**config.mk**
```make
export PLATFORM = sky130hd
export DESIGN_NAME = player_controller
export DESIGN_NICKNAME = d
export VERILOG_FILES = /design/src/rtl/player_controller.sv
export SDC_FILE = /design/constraint.sdc
export NUM_CORES = 1
export LEC_CHECK = 0
export ABC_AREA = 1
export CELL_PAD_IN_SITES_DETAIL_PLACEMENT = 0
export CELL_PAD_IN_SITES_GLOBAL_PLACEMENT = 1
export CORE_ASPECT_RATIO = 0.75
export CORE_MARGIN = 8
export CORE_UTILIZATION = 43
export DETAILED_ROUTE_END_ITERATION = 8
export PLACE_DENSITY = 0.86
export SETUP_SLACK_MARGIN = 0.02
export SLEW_MARGIN = 20
export SYNTH_ARGS = -nofsm -noshare
export SYNTH_HDL_FRONTEND = slang
export SYNTH_SLANG_ARGS = --single-unit
```
**constraint.sdc**
```tcl
create_clock -name Clk -period 4.1 [get_ports Clk]
set_input_delay 0.615 -clock Clk [delete_from_list [all_inputs] [get_ports Clk]]
set_output_delay 0.615 -clock Clk [all_outputs]
set_load 0.05 [all_outputs]
```
**src/rtl/player_controller.sv**
```systemverilog
// Overworld player controller: per-frame movement with screen clamping, wild-grass
// encounter detection and the flash/battle hand-off sequence.
module player_controller #(
    parameter int STEP         = 2,
    parameter int PLAYER_W     = 32,
    parameter int PLAYER_H     = 32,
    parameter int START_X      = 304,
    parameter int START_Y      = 224,
    parameter int ENC_THRESH   = 24,
    parameter int FLASH_FRAMES = 8,
    parameter int FLASH_COUNT  = 3,
    parameter int GRACE_FRAMES = 16
) (
    input  logic       Clk,
    input  logic       Reset_n,
    input  logic       frame_tick,
    input  logic [3:0] key_dir,
    input  logic       battle_done,
    output logic [9:0] PlayerX,
    output logic [9:0] PlayerY,
    output logic [3:0] PlayerInput,
    output logic       Wild_Grass_Player_on,
    output logic       Start_Wild_Battle
);
    // state  | meaning
    // ROAM   | keys move the sprite each frame; moving through grass may start an encounter
    // FLASH  | alternating black/clear phases ahead of the battle, sprite frozen
    // BATTLE | battle screen up until the battle engine reports done

    typedef enum logic [1:0] {ROAM, FLASH, BATTLE} state_t;

    localparam logic signed [10:0] STEP_S = 11'(STEP);
    localparam logic signed [10:0] X_MAX  = 11'(640 - PLAYER_W);
    localparam logic signed [10:0] Y_MAX  = 11'(480 - PLAYER_H);
    localparam logic [7:0] FLASH_LAST = 8'(FLASH_FRAMES - 1);
    localparam logic [3:0] PHASE_LAST = 4'(2 * FLASH_COUNT - 2);
    localparam logic [7:0] GRACE_LOAD = 8'(GRACE_FRAMES);
    localparam logic [7:0] LFSR_SEED  = 8'hA5;

    state_t state_q, state_d;
    logic [9:0] x_q, x_d, y_q, y_d;
    logic [3:0] face_q, face_d;
    logic       wg_q, wg_d, sb_q, sb_d;
    logic [7:0] flash_cnt_q, flash_cnt_d;
    logic [3:0] phase_q, phase_d;
    logic [7:0] grace_q, grace_d;
    logic [7:0] lfsr_q, lfsr_d;

    logic signed [10:0] dx, dy, sum_x, sum_y, nx, ny;
    logic [3:0]  dir;
    logic [10:0] foot_x, foot_y;
    logic        moved, in_grass, lfsr_hit, encounter;

    always_comb begin
        dx  = '0;
        dy  = '0;
        dir = '0;
        if (key_dir[0]) begin
            dy  = STEP_S;
            dir = 4'b0001;
        end else if (key_dir[1]) begin
            dx  = -STEP_S;
            dir = 4'b0010;
        end else if (key_dir[2]) begin
            dx  = STEP_S;
            dir = 4'b0100;
        end else if (key_dir[3]) begin
            dy  = -STEP_S;
            dir = 4'b1000;
        end
    end

    // Signed 11-bit sums so a step off the left/top edge clamps instead of wrapping.
    assign sum_x = $signed({1'b0, x_q}) + dx;
    assign sum_y = $signed({1'b0, y_q}) + dy;

    always_comb begin
        nx = sum_x;
        if (sum_x < 11'sd0)      nx = '0;
        else if (sum_x > X_MAX)  nx = X_MAX;
        ny = sum_y;
        if (sum_y < 11'sd0)      ny = '0;
        else if (sum_y > Y_MAX)  ny = Y_MAX;
    end

    assign foot_x   = unsigned'(nx) + 11'(PLAYER_W / 2);
    assign foot_y   = unsigned'(ny) + 11'(PLAYER_H - 1);
    assign in_grass = (foot_x < 11'd32  && foot_y >= 11'd320) ||
                      (foot_x < 11'd64  && foot_y >= 11'd352) ||
                      (foot_x < 11'd96  && foot_y >= 11'd384) ||
                      (foot_x < 11'd128 && foot_y >= 11'd416) ||
                      (foot_x < 11'd160 && foot_y >= 11'd448);

    assign moved     = (nx[9:0] != x_q) || (ny[9:0] != y_q);
    assign lfsr_hit  = {24'd0, lfsr_q} < 32'(ENC_THRESH);
    assign encounter = moved && in_grass && (grace_q == 8'd0) && lfsr_hit;
    assign lfsr_d    = {lfsr_q[6:0], lfsr_q[7] ^ lfsr_q[5] ^ lfsr_q[4] ^ lfsr_q[3]};

    always_comb begin
        state_d     = state_q;
        x_d         = x_q;
        y_d         = y_q;
        face_d      = face_q;
        wg_d        = wg_q;
        sb_d        = sb_q;
        flash_cnt_d = flash_cnt_q;
        phase_d     = phase_q;
        grace_d     = grace_q;
        case (state_q)
            ROAM: begin
                if (frame_tick) begin
                    x_d     = nx[9:0];
                    y_d     = ny[9:0];
                    grace_d = (grace_q == 8'd0) ? 8'd0 : grace_q - 8'd1;
                    if (dir != 4'b0000) face_d = dir;
                    if (encounter) begin
                        state_d     = FLASH;
                        flash_cnt_d = '0;
                        phase_d     = '0;
                        wg_d        = 1'b1;
                    end
                end
            end
            FLASH: begin
                if (frame_tick) begin
                    if (flash_cnt_q == FLASH_LAST) begin
                        flash_cnt_d = '0;
                        if (phase_q == PHASE_LAST) begin
                            state_d = BATTLE;
                            wg_d    = 1'b0;
                            sb_d    = 1'b1;
                        end else begin
                            phase_d = phase_q + 4'd1;
                            wg_d    = ~wg_q;
                        end
                    end else begin
                        flash_cnt_d = flash_cnt_q + 8'd1;
                    end
                end
            end
            BATTLE: begin
                if (battle_done) begin
                    state_d = ROAM;
                    sb_d    = 1'b0;
                    grace_d = GRACE_LOAD;
                end
            end
            default: state_d = ROAM;
        endcase
    end

    always_ff @(posedge Clk or negedge Reset_n) begin
        if (!Reset_n) begin
            state_q     <= ROAM;
            x_q         <= 10'(START_X);
            y_q         <= 10'(START_Y);
            face_q      <= '0;
            wg_q        <= 1'b0;
            sb_q        <= 1'b0;
            flash_cnt_q <= '0;
            phase_q     <= '0;
            grace_q     <= '0;
            lfsr_q      <= LFSR_SEED;
        end else begin
            state_q     <= state_d;
            x_q         <= x_d;
            y_q         <= y_d;
            face_q      <= face_d;
            wg_q        <= wg_d;
            sb_q        <= sb_d;
            flash_cnt_q <= flash_cnt_d;
            phase_q     <= phase_d;
            grace_q     <= grace_d;
            lfsr_q      <= lfsr_d;
        end
    end

    assign PlayerX              = x_q;
    assign PlayerY              = y_q;
    assign PlayerInput          = face_q;
    assign Wild_Grass_Player_on = wg_q;
    assign Start_Wild_Battle    = sb_q;

endmodule

```
# After elaboration in Yosys (flattened, before gate mapping)
# Cells that the tools add are included.
# word_totals
reg_bits	56
input_bits	8
elab_cells	124
# classes
n_addsub	7
n_lt_le_gt_ge	15
eq_ne	13
n_mux	48
bitwise_logic	4
reduce_logical	27
# op_table
operator	n
2-to-1 mux 11 bit	10
2-to-1 mux 8 bit	7
greater-or-equal comparator 11 x 9 -> 1 bit (second input constant)	5
2-to-1 mux 4 bit	9
case mux 8 bit (2 select lines)	2
adder 11 bit	2
adder 11 x 5 -> 11 bit (second input constant)	2
less-than comparator 11 x 1 -> 1 bit (second input constant)	2
less-than comparator 11 x 7 -> 1 bit (second input constant)	2
less-than comparator 11 x 8 -> 1 bit (second input constant)	2
!= test 10 bit	2
2-to-1 mux 2 bit	7
!= test 2 bit (second input constant)	7
AND reduction 6 bit	2
greater-than comparator 11 x 10 -> 1 bit (second input constant)	1
greater-than comparator 11 bit (second input constant)	1
less-than comparator 11 x 6 -> 1 bit (second input constant)	1
AND reduction 5 bit	2
2-to-1 mux 1 bit	9
adder 8 x 1 -> 8 bit (second input constant)	1
equality test 8 x 3 -> 1 bit (second input constant)	1
logical AND 1 bit	8
zero test 8 bit	1
less-than comparator 8 x 5 -> 1 bit (second input constant)	1
17 further kinds	27

# Depth between registers and ports, before layout
# Gate-level depths: netlist of run 1.
# logic_depth
ltp_word	21
depth_mapped	33

# Worst setup path before layout of run 1
# No wires, ideal clock.
# synth_timing
path_type	input port to flip-flop
from	input key_dir[2]
to	register flash_cnt_q[6]
setup_ns	0.117
arrival_ns	3.732
required_ns	3.983
path_slack_ns	0.251
cell_stages	29
n_path_buf	1
path_cell_list	nor2_1 -> nand2_1 -> nor2_2 -> inv_1 -> fa_1 -> inv_1 -> nand2_1 -> nand2_1 -> nand3_1 -> nand2_1 -> nand2_1 -> nand2_1 -> nor2_2 -> nand2_4 -> nand3_4 -> nor2_1 -> inv_1 -> ha_1 -> nand3_2 -> nand4_1 -> a21oi_2 -> nand2_1 -> nand2_1 -> nand3_2 -> nand2_4 -> nand2_4 -> buf_6 -> nand2_2 -> o21ai_2
# synth_between
elab_chain_cells	19
# synth_lines
item	line_no	text
start: declaration	17	input logic [3:0] key_dir,
2-to-1 mux 11 bit (*)	64	end else if (key_dir[2]) begin
2-to-1 mux 11 bit (*)	61	end else if (key_dir[1]) begin
2-to-1 mux 11 bit (*)	58	if (key_dir[0]) begin
adder 11 bit (*)	75	assign sum_y = $signed({1'b0, y_q}) + dy;
greater-than comparator 11 x 10 -> 1 bit	83	else if (sum_y > Y_MAX) ny = Y_MAX;
2-to-1 mux 11 bit	83	
2-to-1 mux 11 bit (*)	82	if (sum_y < 11'sd0) ny = '0;
via ny[0]	49	logic signed [10:0] dx, dy, sum_x, sum_y, nx, ny;
[2 not listed]	--	
logical AND 1 bit (on tied branches)	88, 89	
logical OR 1 bit	88	assign in_grass = (foot_x < 11'd32 && foot_y >= 11'd320) ||
logical OR 1 bit	89	(foot_x < 11'd64 && foot_y >= 11'd352) ||
logical OR 1 bit	90	(foot_x < 11'd96 && foot_y >= 11'd384) ||
logical OR 1 bit	91	(foot_x < 11'd128 && foot_y >= 11'd416) ||
logical AND 1 bit (*) (3 in series)	96	assign encounter = moved && in_grass && (grace_q == 8'd0) && lfsr_hit;
!= test 2 bit (no source line) (*)	--	
AND reduction 4 bit (no source line) (*)	--	
end signal: assignment	171	flash_cnt_q <= flash_cnt_d;
end: declaration	44	logic [7:0] flash_cnt_q, flash_cnt_d;
# Mark *: on every way through the listed nets, which the timed path passes. The rest lies on a longest branch.
# A chain may end at the register's enable or synchronous reset.

# Final worst setup path of run 1
# layout_timing
from	input key_dir[1]
to	register flash_cnt_q[3]
# layout_between
elab_chain_cells	18
# layout_lines
item	line_no	text
2-to-1 mux 11 bit (*)	61	
2-to-1 mux 11 bit (*)	58	
adder 11 bit (*)	75	
greater-than comparator 11 x 10 -> 1 bit	83	
2-to-1 mux 11 bit	83	
2-to-1 mux 11 bit (*)	82	
via ny[0]	49	
adder 11 x 5 -> 11 bit	87	assign foot_y = unsigned'(ny) + 11'(PLAYER_H - 1);
greater-or-equal comparator 11 x 9 -> 1 bit (on tied branches)	88, 89	
logical AND 1 bit (on tied branches)	88, 89	
logical OR 1 bit	88	
logical OR 1 bit	89	
logical OR 1 bit	90	
logical OR 1 bit	91	
logical AND 1 bit (*) (3 in series)	96	
!= test 2 bit (no source line) (*)	--	
AND reduction 4 bit (no source line) (*)	--	
# Marks and branches as above.

==> results.rst, run 1 <==
.. list-table::
   :header-rows: 1

   * - Metric
     - Value
   * - Outcome
     - completed
   * - Mean instance size in the synthesized netlist
     - 6.950 µm²
   * - Per-cell routed wire length
     - 13.13 µm
   * - Placed instance area
     - 5557 µm²
   * - Number of H-tree levels
     - 2
   * - Synth-to-layout area growth
     - 35.84%
   * - GPL Wtd Cong
     - 0.8640
   * - Clock latency on the worst-skew pair
     - 300 ps
   * - Cell count after placement
     - 890
   * - Net count, final
     - 805
   * - Count of yosys warnings during synthesis
     - 0
   * - Minimum clock period
     - 3841 ps
   * - Worst path max stage delay
     - 390 ps
   * - Worst path required time
     - 4300 ps
   * - Area of the mapped netlist
     - 4524 µm²
   * - Slowest CP cell
     - fa_2
   * - Most frequently used cell type in the post-synthesis netlist
     - nand2_1
   * - Crit-path max FO
     - 8
   * - Remaining global-route overflow
     - 0
   * - Die area
     - 14,090 µm²
   * - Area share of the leading cell type in the synthesized netlist
     - 0.2544
   * - Synth Net Count
     - 686
   * - Top post-synthesis cells by area
     - dfrtp_1, nand2_1, inv_1, ha_1, nand3_1
   * - TritonCTS clock tree
     - done
   * - Final hold vios
     - 0
   * - Antenna violations before repair
     - 0
   * - Slew margin rel.
     - 0.3846
   * - Critical Path Most Common Cell
     - nand2_2
   * - Starting DRT DRC Count
     - 166
   * - Wire length of the first global-routing pass
     - 19,950 µm
   * - HPWL after detailed placement
     - 9179 µm
   * - Pwr/cell area
     - 711.9 nW/µm²
   * - Clock slew seen by the registers of the worst setup and hold paths
     - 80 ps
   * - Number of failing setup endpoints in the final timing report
     - 0
   * - Register area share after synthesis
     - 0.3125
   * - Die height
     - 104.8 µm
   * - Core Rows
     - 32
   * - TritonCTS buffer count
     - 5
   * - Via count of the first global-routing pass
     - 4,248
   * - Core Box Area
     - 10,250 µm²
   * - Port-buffer cells
     - 33
   * - Max Slew Vio Count
     - 0
   * - Vias after detailed routing
     - 4,433
   * - Non-filler cells in the finished layout
     - 907
   * - Post-route cell area
     - 6146 µm²
   * - Fraction of registers with async set/reset
     - 1.000
   * - Post-synthesis cell type with the largest combined area
     - dfrtp_1
   * - Post-route ant nets
     - 0
   * - Routed WL
     - 11,910 µm
   * - Slew of the pin with the lowest slew margin
     - 919.7 ps
   * - Total Negative Setup Slacks
     - 0 ps
   * - Fin Clk Skew
     - 6.285 ps
   * - Number of diodes
     - 0
   * - I/O pin total
     - 34
   * - Vias per Instance
     - 4.888
   * - Gr usage total
     - 0.1695
   * - Final critical-path setup slack
     - 258.8 ps
   * - Leakage power figure
     - 3.051 nW
   * - Buffers from clock root to sink, at most
     - 2
   * - Arrival time worst endpoint
     - 4040 ps
   * - Clock tree root driver cell
     - clkbuf_16
   * - Maximum number of pins on one net before global-route repair
     - 30
   * - Width of the die
     - 134.4 µm
   * - Max-Cap Viols
     - 0
   * - Startpoint Class
     - primary input
   * - Max Clk Rate
     - 260.3 MHz
   * - Number of hold buffers added after cts
     - 0
   * - Critical path class
     - in2reg
   * - Cell types with the highest counts after synthesis
     - nand2_1, inv_1, nand3_1, nor2_1, dfrtp_1
   * - Clock net sink count
     - 56
   * - Critical path endpoint category
     - flop
   * - Worst reg2reg path depth
     - 26
   * - Number of enable flip-flop cells after synthesis
     - 0
   * - Final worst-path cycle share
     - 0.9369
   * - Number of optimization iterations in the first detailed-route pass
     - 4
   * - Initial standard-cell utilization of the core
     - 0.4414
   * - Pre-CTS setup slack
     - -419.9 ps
   * - Yosys reg bits
     - 56
   * - Post-synthesis instance total
     - 651
   * - Top flip-flop cell by instance count after synthesis
     - dfrtp_1
   * - FILL cells
     - 964
   * - Share of layout cells above drive strength 1
     - 0.2815
   * - # DRC
     - 0
   * - Path class of the lowest-slack min-delay path
     - in2async
   * - Post-route worst hold slack
     - 326.0 ps
   * - Unique cell type count in the Yosys netlist
     - 45
   * - Maximum ir drop on the vdd rail
     - 0.0002886 V
## sequential cells by signal, indices dropped and copies added, names as in the netlist
signal                cells
lfsr_q                    8
PlayerInput               4
grace_q                   8
flash_cnt_q               8
PlayerY                  10
phase_q                   4
PlayerX                  10
Wild_Grass_Player_on      1
Start_Wild_Battle         1
state_q                   2
## where the power goes
group | leakage, nW | switching [mW] | internal [mW]
clock | 0.0708 | 0.219 | 0.232
sequential | 0.695 | 0.235 | 0.746
combinational | 2.29 | 1.69 | 1.25
total | 3.05 | 2.14 | 2.23
## worst paths after layout
check / start / endpoint / slack (ps)
worst min register to register: lfsr_q[1] / lfsr_q[2] / 360
worst max register to register: PlayerY[1] / flash_cnt_q[3] / 640
max in group asynchronous: Reset_n / PlayerY[7] / 2910
min in group Clk: lfsr_q[1] / lfsr_q[2] / 360
worst max-delay path: key_dir[1] / flash_cnt_q[3] / 260
worst min-delay path: Reset_n / flash_cnt_q[7] / 330
## worst max-delay path, delay by kind of cell
family | cells | cell delay, ps
AO/OA/AOI/OAI | 2 | 240
AND/OR/NAND/NOR | 21 | 2040
adder cells (fa/ha/maj) | 3 | 710
buffers and inverters | 4 | 420
## what timing repair did
action,4_1_cts,5_1_grt
pin swaps,6,23
cloned,1,0
setup endpoints to repair,13,14
endpoints found under the hold margin,0,0
setup buffers,1,7
gates resized for setup,19,66
## area by class of cell
cell class | instances | area [µm²] | area share
sequential | 56 | 1414 | 0.2300
clock inverter | 3 | 25.02 | 0.004072
tap | 136 | 170.2 | 0.02769
timing repair buffer | 118 | 994.7 | 0.1618
clock buffer | 5 | 125.1 | 0.02036
inverter | 90 | 341.6 | 0.05558
multi-input combinational | 499 | 3075 | 0.5004
## metrics by stage
stage,power [mW],utilization
floorplan,2.649,-
global placement,3.624,0.5421
detailed placement,3.666,0.5421
CTS,4.166,0.5643
global route,4.748,0.5996
finish,4.375,0.5996
## placed cells by master (no fill, tap or decap), drive strengths merged, types with 9 or more instances in the layout
cell type	n
o21ai	45
xor2	11
nand2	217
a21oi	22
inv	91
nor2	64
buf	86
nand4	13
dfrtp	46
clkdlybuf4s50	28
nand3	63
nand3b	9
dfstp	10
nor3	9
ha	25
## kinds of logic (layout without fill, tap and decap cells)
kind of cell / Yosys count / in the layout / share of synthesized area
flip-flops: 56 / 56 / 0.3125
XOR/XNOR: 15 / 15 / 0.02904
AND/OR/NAND/NOR: 377 / 378 / 0.3888
buffers and inverters: 97 / 216 / 0.08656
AO/OA/AOI/OAI: 79 / 79 / 0.1051
adder cells (fa/ha/maj): 27 / 27 / 0.07799
## layer usage
layer	routed length, µm	global-route usage
met5	0	0
met2	5550	0.2765
met3	610	0.03541
met4	88	0.03197
met1	5662	0.2275
Note: power is estimated with default switching activity, not from simulation.
==> run 2, diff against run 1 <==
--- a/config.mk
+++ b/config.mk
@@ -9,7 +9,6 @@
 export CELL_PAD_IN_SITES_DETAIL_PLACEMENT = 0
 export CELL_PAD_IN_SITES_GLOBAL_PLACEMENT = 1
 export CORE_ASPECT_RATIO = 0.75
-export CORE_MARGIN = 8
 export CORE_UTILIZATION = 43
 export DETAILED_ROUTE_END_ITERATION = 8
 export PLACE_DENSITY = 0.86
==> run 2 against run 1 <==
Critical path depth unchanged. Cell count grew 0.44%. Register-to-register slack better by 20 ps. Clock power hardly changed. Utilization is 0.13 points lower. Sequential power shrank 2%. Sequential share of layout area increased by 0.052 points. Largest cell class unchanged. Combinational power about the same. Sequential cell count unchanged. Die area is 22% lower. Critical path type unchanged.
==> results.rst, run 2 (synthesis results as in run 1) <==
.. list-table::
   :header-rows: 1

   * - Metric
     - Value
   * - Clock slew seen by the registers of the worst setup and hold paths
     - 80 ps
   * - Post-route ant nets
     - 0
   * - Critical path endpoint category
     - flop
   * - Combined buffer and inverter count along the critical path
     - 5
   * - Synth-to-layout area growth
     - 35.54%
   * - Minimum clock period
     - 3913 ps
   * - Via count of the first global-routing pass
     - 4,011
   * - Antenna violations before repair
     - 0
   * - Net count, final
     - 809
   * - Leading cell types in the layout, fill and taps excluded
     - nand2_1, buf_4, inv_1, nand3_1
   * - Leading cell type in the layout, fill and taps excluded
     - nand2_1
   * - Number of diodes
     - 0
   * - Remaining global-route overflow
     - 0
   * - Clock tree root driver cell
     - clkbuf_16
   * - Cell count after placement
     - 893
   * - Gr usage total
     - 0.2160
   * - Leakage power figure
     - 3.062 nW
   * - Per-cell routed wire length
     - 12.68 µm
   * - Worst path required time
     - 4300 ps
   * - # DRC
     - 0
   * - Width of the die
     - 120.4 µm
   * - Pwr/cell area
     - 714.2 nW/µm²
   * - Max-Cap Viols
     - 0
   * - Starting DRT DRC Count
     - 210
   * - Critical Path Most Common Cell
     - nand2_2
   * - Crit-path max FO
     - 8
   * - Path class of the lowest-slack min-delay path
     - reg2reg
   * - Max Clk Rate
     - 255.6 MHz
   * - Arrival time worst endpoint
     - 4110 ps
   * - Core Rows
     - 32
   * - TritonCTS buffer count
     - 5
   * - Maximum number of pins on one net before global-route repair
     - 57
   * - Port-buffer cells
     - 33
   * - Critical path class
     - in2reg
   * - Clock net sink count
     - 56
   * - Die height
     - 90.83 µm
   * - TritonCTS clock tree
     - done
   * - Buffers from clock root to sink, at most
     - 2
   * - Startpoint Class
     - primary input
   * - Number of optimization iterations in the first detailed-route pass
     - 5
   * - Total Negative Setup Slacks
     - 0 ps
   * - Vias after detailed routing
     - 4,481
   * - Outcome
     - completed
   * - Number of H-tree levels
     - 2
   * - Share of layout cells above drive strength 1
     - 0.2761
   * - Post-route cell area
     - 6132 µm²
   * - Maximum ir drop on the vdd rail
     - 0.0002997 V
   * - Fin Clk Skew
     - 9.679 ps
   * - GPL Wtd Cong
     - 0.8490
   * - Placed instance area
     - 5567 µm²
   * - Util after Layout
     - 0.5983
   * - Power consumption
     - 4.379 mW
   * - Slew of the pin with the lowest slew margin
     - 881.6 ps
   * - Routed WL
     - 11,550 µm
   * - Non-filler cells in the finished layout
     - 911
   * - Final hold vios
     - 0
   * - I/O pin total
     - 34
   * - Kind of cell with the highest combined delay on the critical path
     - simple AND/OR/NAND/NOR gates
   * - FILL cells
     - 953
   * - Slowest CP cell
     - clkdlybuf4s50_1
   * - Worst path max stage delay
     - 470 ps
   * - Core Box Area
     - 10,250 µm²
   * - Initial standard-cell utilization of the core
     - 0.4414
   * - HPWL after detailed placement
     - 8717 µm
   * - Final worst-path cycle share
     - 0.9544
   * - Slew margin rel.
     - 0.4101
   * - Number of failing setup endpoints in the final timing report
     - 0
   * - Wire length of the first global-routing pass
     - 19,050 µm
   * - Vias per Instance
     - 4.919
   * - Max Slew Vio Count
     - 0
   * - Clock latency on the worst-skew pair
     - 300 ps
   * - Die area
     - 10,940 µm²
[run 2: changes by cell type in the layout (fill, tap and decap cells not counted), sizes merged]
cell	delta
buf	+3
clkbuf	+1
clkdlybuf4s15	-1
clkdlybuf4s50	+1
clkinv	+1
clkinvlp	+1
dlymetal6s2s	-1
inv	-1
[run 2: worst paths after layout]
check	startpoint	to	slack, ps	cells after the start
hold reg to reg	lfsr_q[1]	lfsr_q[2]	350	0
max in group asynchronous	Reset_n	PlayerY[9]	3190	2
hold / removal	lfsr_q[1]	lfsr_q[2]	350	0
setup reg to reg	PlayerY[1]	flash_cnt_q[7]	660	27
min in group asynchronous	Reset_n	flash_cnt_q[6]	440	2
setup / recovery	key_dir[3]	flash_cnt_q[7]	190	30
[run 2: layout make-up]
type	count	area (µm²)	share of cell area
Sequential cell	56	1414	0.2306
Inverter	90	341.6	0.05570
Multi-Input combinational cell	499	3028	0.4938
Timing Repair Buffer	121	1018	0.1661
Tap cell	136	170.2	0.02775
Clock buffer	5	125.1	0.02040
Timing Repair inverter	1	7.507	0.001224
Clock inverter	3	27.53	0.004489
[run 2: through the flow]
stage	setup WS, ps	hold slack [ps]
after floorplan	251.3	319.4
after global placement	-286.1	337.2
after detailed placement	-359.9	345.8
after CTS	46.88	352.1
after global routing	-32.69	370.9
final	187.1	350.1
[run 2: where the power goes]
| group | total [mW] | internal, mW | switching [mW] | leakage [nW] |
|---|---|---|---|---|
| clock | 0.450 | 0.233 | 0.218 | 0.0719 |
| sequential | 0.966 | 0.746 | 0.220 | 0.695 |
| combinational | 2.96 | 1.29 | 1.68 | 2.29 |
| total | 4.38 | 2.26 | 2.11 | 3.06 |
[run 2: routing by layer]
| layer | wire length [µm] | vias to the layer above | GRT usage |
|---|---|---|---|
| li1 | - | 2348 | - |
| met1 | 6016 | 2065 | 0.3238 |
| met2 | 5125 | 66 | 0.3381 |
| met3 | 377 | 2 | 0.03093 |
| met4 | 29 | 0 | 0.02160 |
| met5 | 0 | - | 0 |
[run 2: timing repair]
item | 4_1_cts | 5_1_grt
setup buffers | 0 | 8
resized for setup | 7 | 70
endpoints found under the setup margin | 8 | 14
hold buffers | 0 | 0
hold endpoints to repair | 0 | 0
pin swaps | 3 | 23
gates cloned | 1 | 1
==> run 3, diff against run 2 <==
--- a/config.mk
+++ b/config.mk
@@ -6,10 +6,10 @@
 export NUM_CORES = 1
 export LEC_CHECK = 0
 export ABC_AREA = 1
-export CELL_PAD_IN_SITES_DETAIL_PLACEMENT = 0
-export CELL_PAD_IN_SITES_GLOBAL_PLACEMENT = 1
+export CELL_PAD_IN_SITES_DETAIL_PLACEMENT = 2
+export CELL_PAD_IN_SITES_GLOBAL_PLACEMENT = 2
 export CORE_ASPECT_RATIO = 0.75
-export CORE_UTILIZATION = 43
+export CORE_UTILIZATION = 34
 export DETAILED_ROUTE_END_ITERATION = 8
 export PLACE_DENSITY = 0.86
 export SETUP_SLACK_MARGIN = 0.02
@@ -17,3 +17,4 @@
 export SYNTH_ARGS = -nofsm -noshare
 export SYNTH_HDL_FRONTEND = slang
 export SYNTH_SLANG_ARGS = --single-unit
+export TNS_END_PERCENT = 1
==> run 3 against run 2 <==
The run now ends with negative setup slack left. Worst setup slack got worse by 370 ps. Sequential cell count did not move. Highest routed layer unchanged. Clock skew rose by 12 ps. Cell area rose by 9.0%. Non-clock buffer count rose by 13. Routed wire length rose by 140%. Largest power group unchanged. Total power rose by 31%. Clock power rose by 11%. Global-route usage rose by 14 points.
==> results.rst, run 3 (synthesis results as in run 1) <==
.. list-table::
   :header-rows: 1

   * - Metric
     - Value
   * - Gr usage total
     - 0.3540
   * - Vias per Instance
     - 5.761
   * - Critical path class
     - in2reg
   * - Die area
     - 13,780 µm²
   * - Path class of the lowest-slack min-delay path
     - reg2reg
   * - Clock slew seen by the registers of the worst setup and hold paths
     - 100 ps
   * - Pre-CTS setup slack
     - -750.5 ps
   * - Proportion of total power due to net switching
     - 0.5596
   * - Cell count after placement
     - 931
   * - Final hold vios
     - 0
   * - Number of hold buffers added after cts
     - 0
   * - Core Rows
     - 36
   * - Endpoint with the worst hold slack
     - lfsr_q[2]
   * - Leading cell types in the layout, fill and taps excluded
     - nand2_1, buf_4, inv_1, dfrtp_1
   * - Net count, final
     - 821
   * - Outcome
     - finished, violations left
   * - Post-route cell area
     - 6681 µm²
   * - Vias after detailed routing
     - 5,525
   * - Depth of the worst hold-timing path
     - 0
   * - Kind of cell with the highest combined delay on the critical path
     - simple AND/OR/NAND/NOR gates
   * - Non-filler cells in the finished layout
     - 959
   * - Via count of the first global-routing pass
     - 6,032
   * - HP Start
     - lfsr_q[1]
   * - Worst reg2reg path depth
     - 21
   * - TritonCTS clock tree
     - done
   * - Final critical-path setup slack
     - -178.9 ps
   * - Initial standard-cell utilization of the core
     - 0.3488
   * - Max Clk Rate
     - 233.7 MHz
   * - Remaining global-route overflow
     - 0
   * - End of the worst register-to-register path
     - flash_cnt_q[3]
   * - Width of the die
     - 135.2 µm
   * - Clock tree root driver cell
     - clkbuf_16
   * - Arrival time worst endpoint
     - 4530 ps
   * - RR Startpoint
     - PlayerY[2]
   * - Leading cell type in the layout, fill and taps excluded
     - nand2_1
   * - GPL Wtd Cong
     - 0.8243
   * - Critical Path Most Common Cell
     - nand2_1
   * - Combined buffer and inverter count along the critical path
     - 7
   * - Clock share of power
     - 0.087
   * - Starting DRT DRC Count
     - 293
   * - Placed instance area
     - 5645 µm²
   * - Antenna violations before repair
     - 0
   * - Pwr/cell area
     - 861.3 nW/µm²
   * - Minimum clock period
     - 4279 ps
   * - Worst path max stage delay
     - 300 ps
   * - Maximum ir drop on the vdd rail
     - 0.0003471 V
   * - Internal power component
     - 2.535 mW
   * - HPWL after detailed placement
     - 14,300 µm
   * - Sw Pwr
     - 3.220 mW
   * - Worst path required time
     - 4350 ps
   * - FILL cells
     - 1,417
   * - Violated checks
     - negative setup slack
   * - Routed WL
     - 27,980 µm
   * - Max Slew Vio Count
     - 0
   * - # DRC
     - 0
   * - Wire length of the first global-routing pass
     - 36,090 µm
   * - Leakage power figure
     - 3.221 nW
   * - Post-route ant nets
     - 0
   * - Per-cell routed wire length
     - 29.17 µm
   * - Sequential group share of total power
     - 0.184
   * - Number of failing setup endpoints in the final timing report
     - 13
   * - Port-buffer cells
     - 33
   * - Buffers from clock root to sink, at most
     - 2
   * - Clock net sink count
     - 56
   * - Clock latency on the worst-skew pair
     - 330 ps
   * - Startpoint Class
     - primary input
   * - Critical path endpoint category
     - flop
   * - Slew margin rel.
     - 0.3542
   * - Maximum number of pins on one net before global-route repair
     - 57
   * - Final worst-path cycle share
     - 1.044
   * - Fin Clk Skew
     - 21.79 ps
   * - Die height
     - 101.9 µm
   * - Slew of the pin with the lowest slew margin
     - 965.2 ps
   * - Core Box Area
     - 12,970 µm²
   * - TritonCTS buffer count
     - 5
   * - Reg2reg setup slack
     - -30 ps
   * - Slowest CP cell
     - ha_1
   * - Launching element of the worst setup path
     - key_dir[0]
   * - Synth-to-layout area growth
     - 47.68%
   * - I/O pin total
     - 34
   * - Gate power share
     - 0.730
   * - Total Negative Setup Slacks
     - -1918 ps
   * - Number of optimization iterations in the first detailed-route pass
     - 5
   * - Share of layout cells above drive strength 1
     - 0.3710
   * - Max-Cap Viols
     - 0
   * - Crit-path max FO
     - 8
   * - Util after Layout
     - 0.5150
   * - Number of H-tree levels
     - 2
## run 3: cell types whose count changed in the layout (fill, tap and decap cells not counted), moves of 7 or more
cell     previous run  this run
nand2_1           177       159
nand3_1            52        38
nand3_2             7        18
buf_4              84        94
ha_4                5        15
nand2_2            27        37
nand2_4            10        20
ha_1               18         9
nor2_1             46        38
nor2_2              9        16
## run 3: what timing repair did
item                                    4_1_cts  5_1_grt
gates resized for setup                      56      127
hold endpoints to repair                      0        0
pin swaps                                    11       53
setup buffers                                 6       13
endpoints found under the setup margin       14       14
cloned                                        1        0
## run 3: worst max path at each step
stage | endpoint | depth (start not counted)
3_3_place_gp | flash_cnt_q[4] | 28
6_report | flash_cnt_q[3] | 32
4_1_cts | phase_q[2] | 27
3_5_place_dp | flash_cnt_q[7] | 32
2_1_floorplan | flash_cnt_q[6] | 29
5_1_grt | flash_cnt_q[3] | 30
## run 3: power groups by stage
stage          Clock (mW)  Sequential [mW]  Combinational, mW
4_1_cts             0.468            0.996               3.27
2_1_floorplan           0             1.22               1.43
6_report            0.499             1.06               4.20
5_1_grt             0.513             1.07               4.36
3_3_place_gp            0            0.962               2.75
3_5_place_dp            0            0.988               3.01
## run 3: through the flow
step                      hold slack, ps  power [mW]
after floorplan                    319.4       2.649
after global placement             340.5       3.713
after detailed placement           346.8       3.994
after CTS                          373.9       4.732
after global routing               359.7       5.940
final                              359.0       5.755
## run 3: cell type report
| cell class | instances | area, µm² | area share |
|---|---|---|---|
| inverter | 90 | 344.1 | 0.05150 |
| sequential | 56 | 1414 | 0.2116 |
| tap | 171 | 214.0 | 0.03202 |
| multi-input combinational | 499 | 3408 | 0.5101 |
| antenna | 1 | 2.502 | 0.0003745 |
| timing repair buffer | 134 | 1151 | 0.1723 |
| clock inverter | 3 | 22.52 | 0.003371 |
| clock buffer | 5 | 125.1 | 0.01873 |
## run 3: layer usage
layer  track usage  up-vias  share of wire
met3       0.05655      111          0.048
met2        0.6347      218           0.50
met5             0        -              0
li1              -     2368              -
met1        0.4174     2828           0.40
met4        0.1668        0          0.051
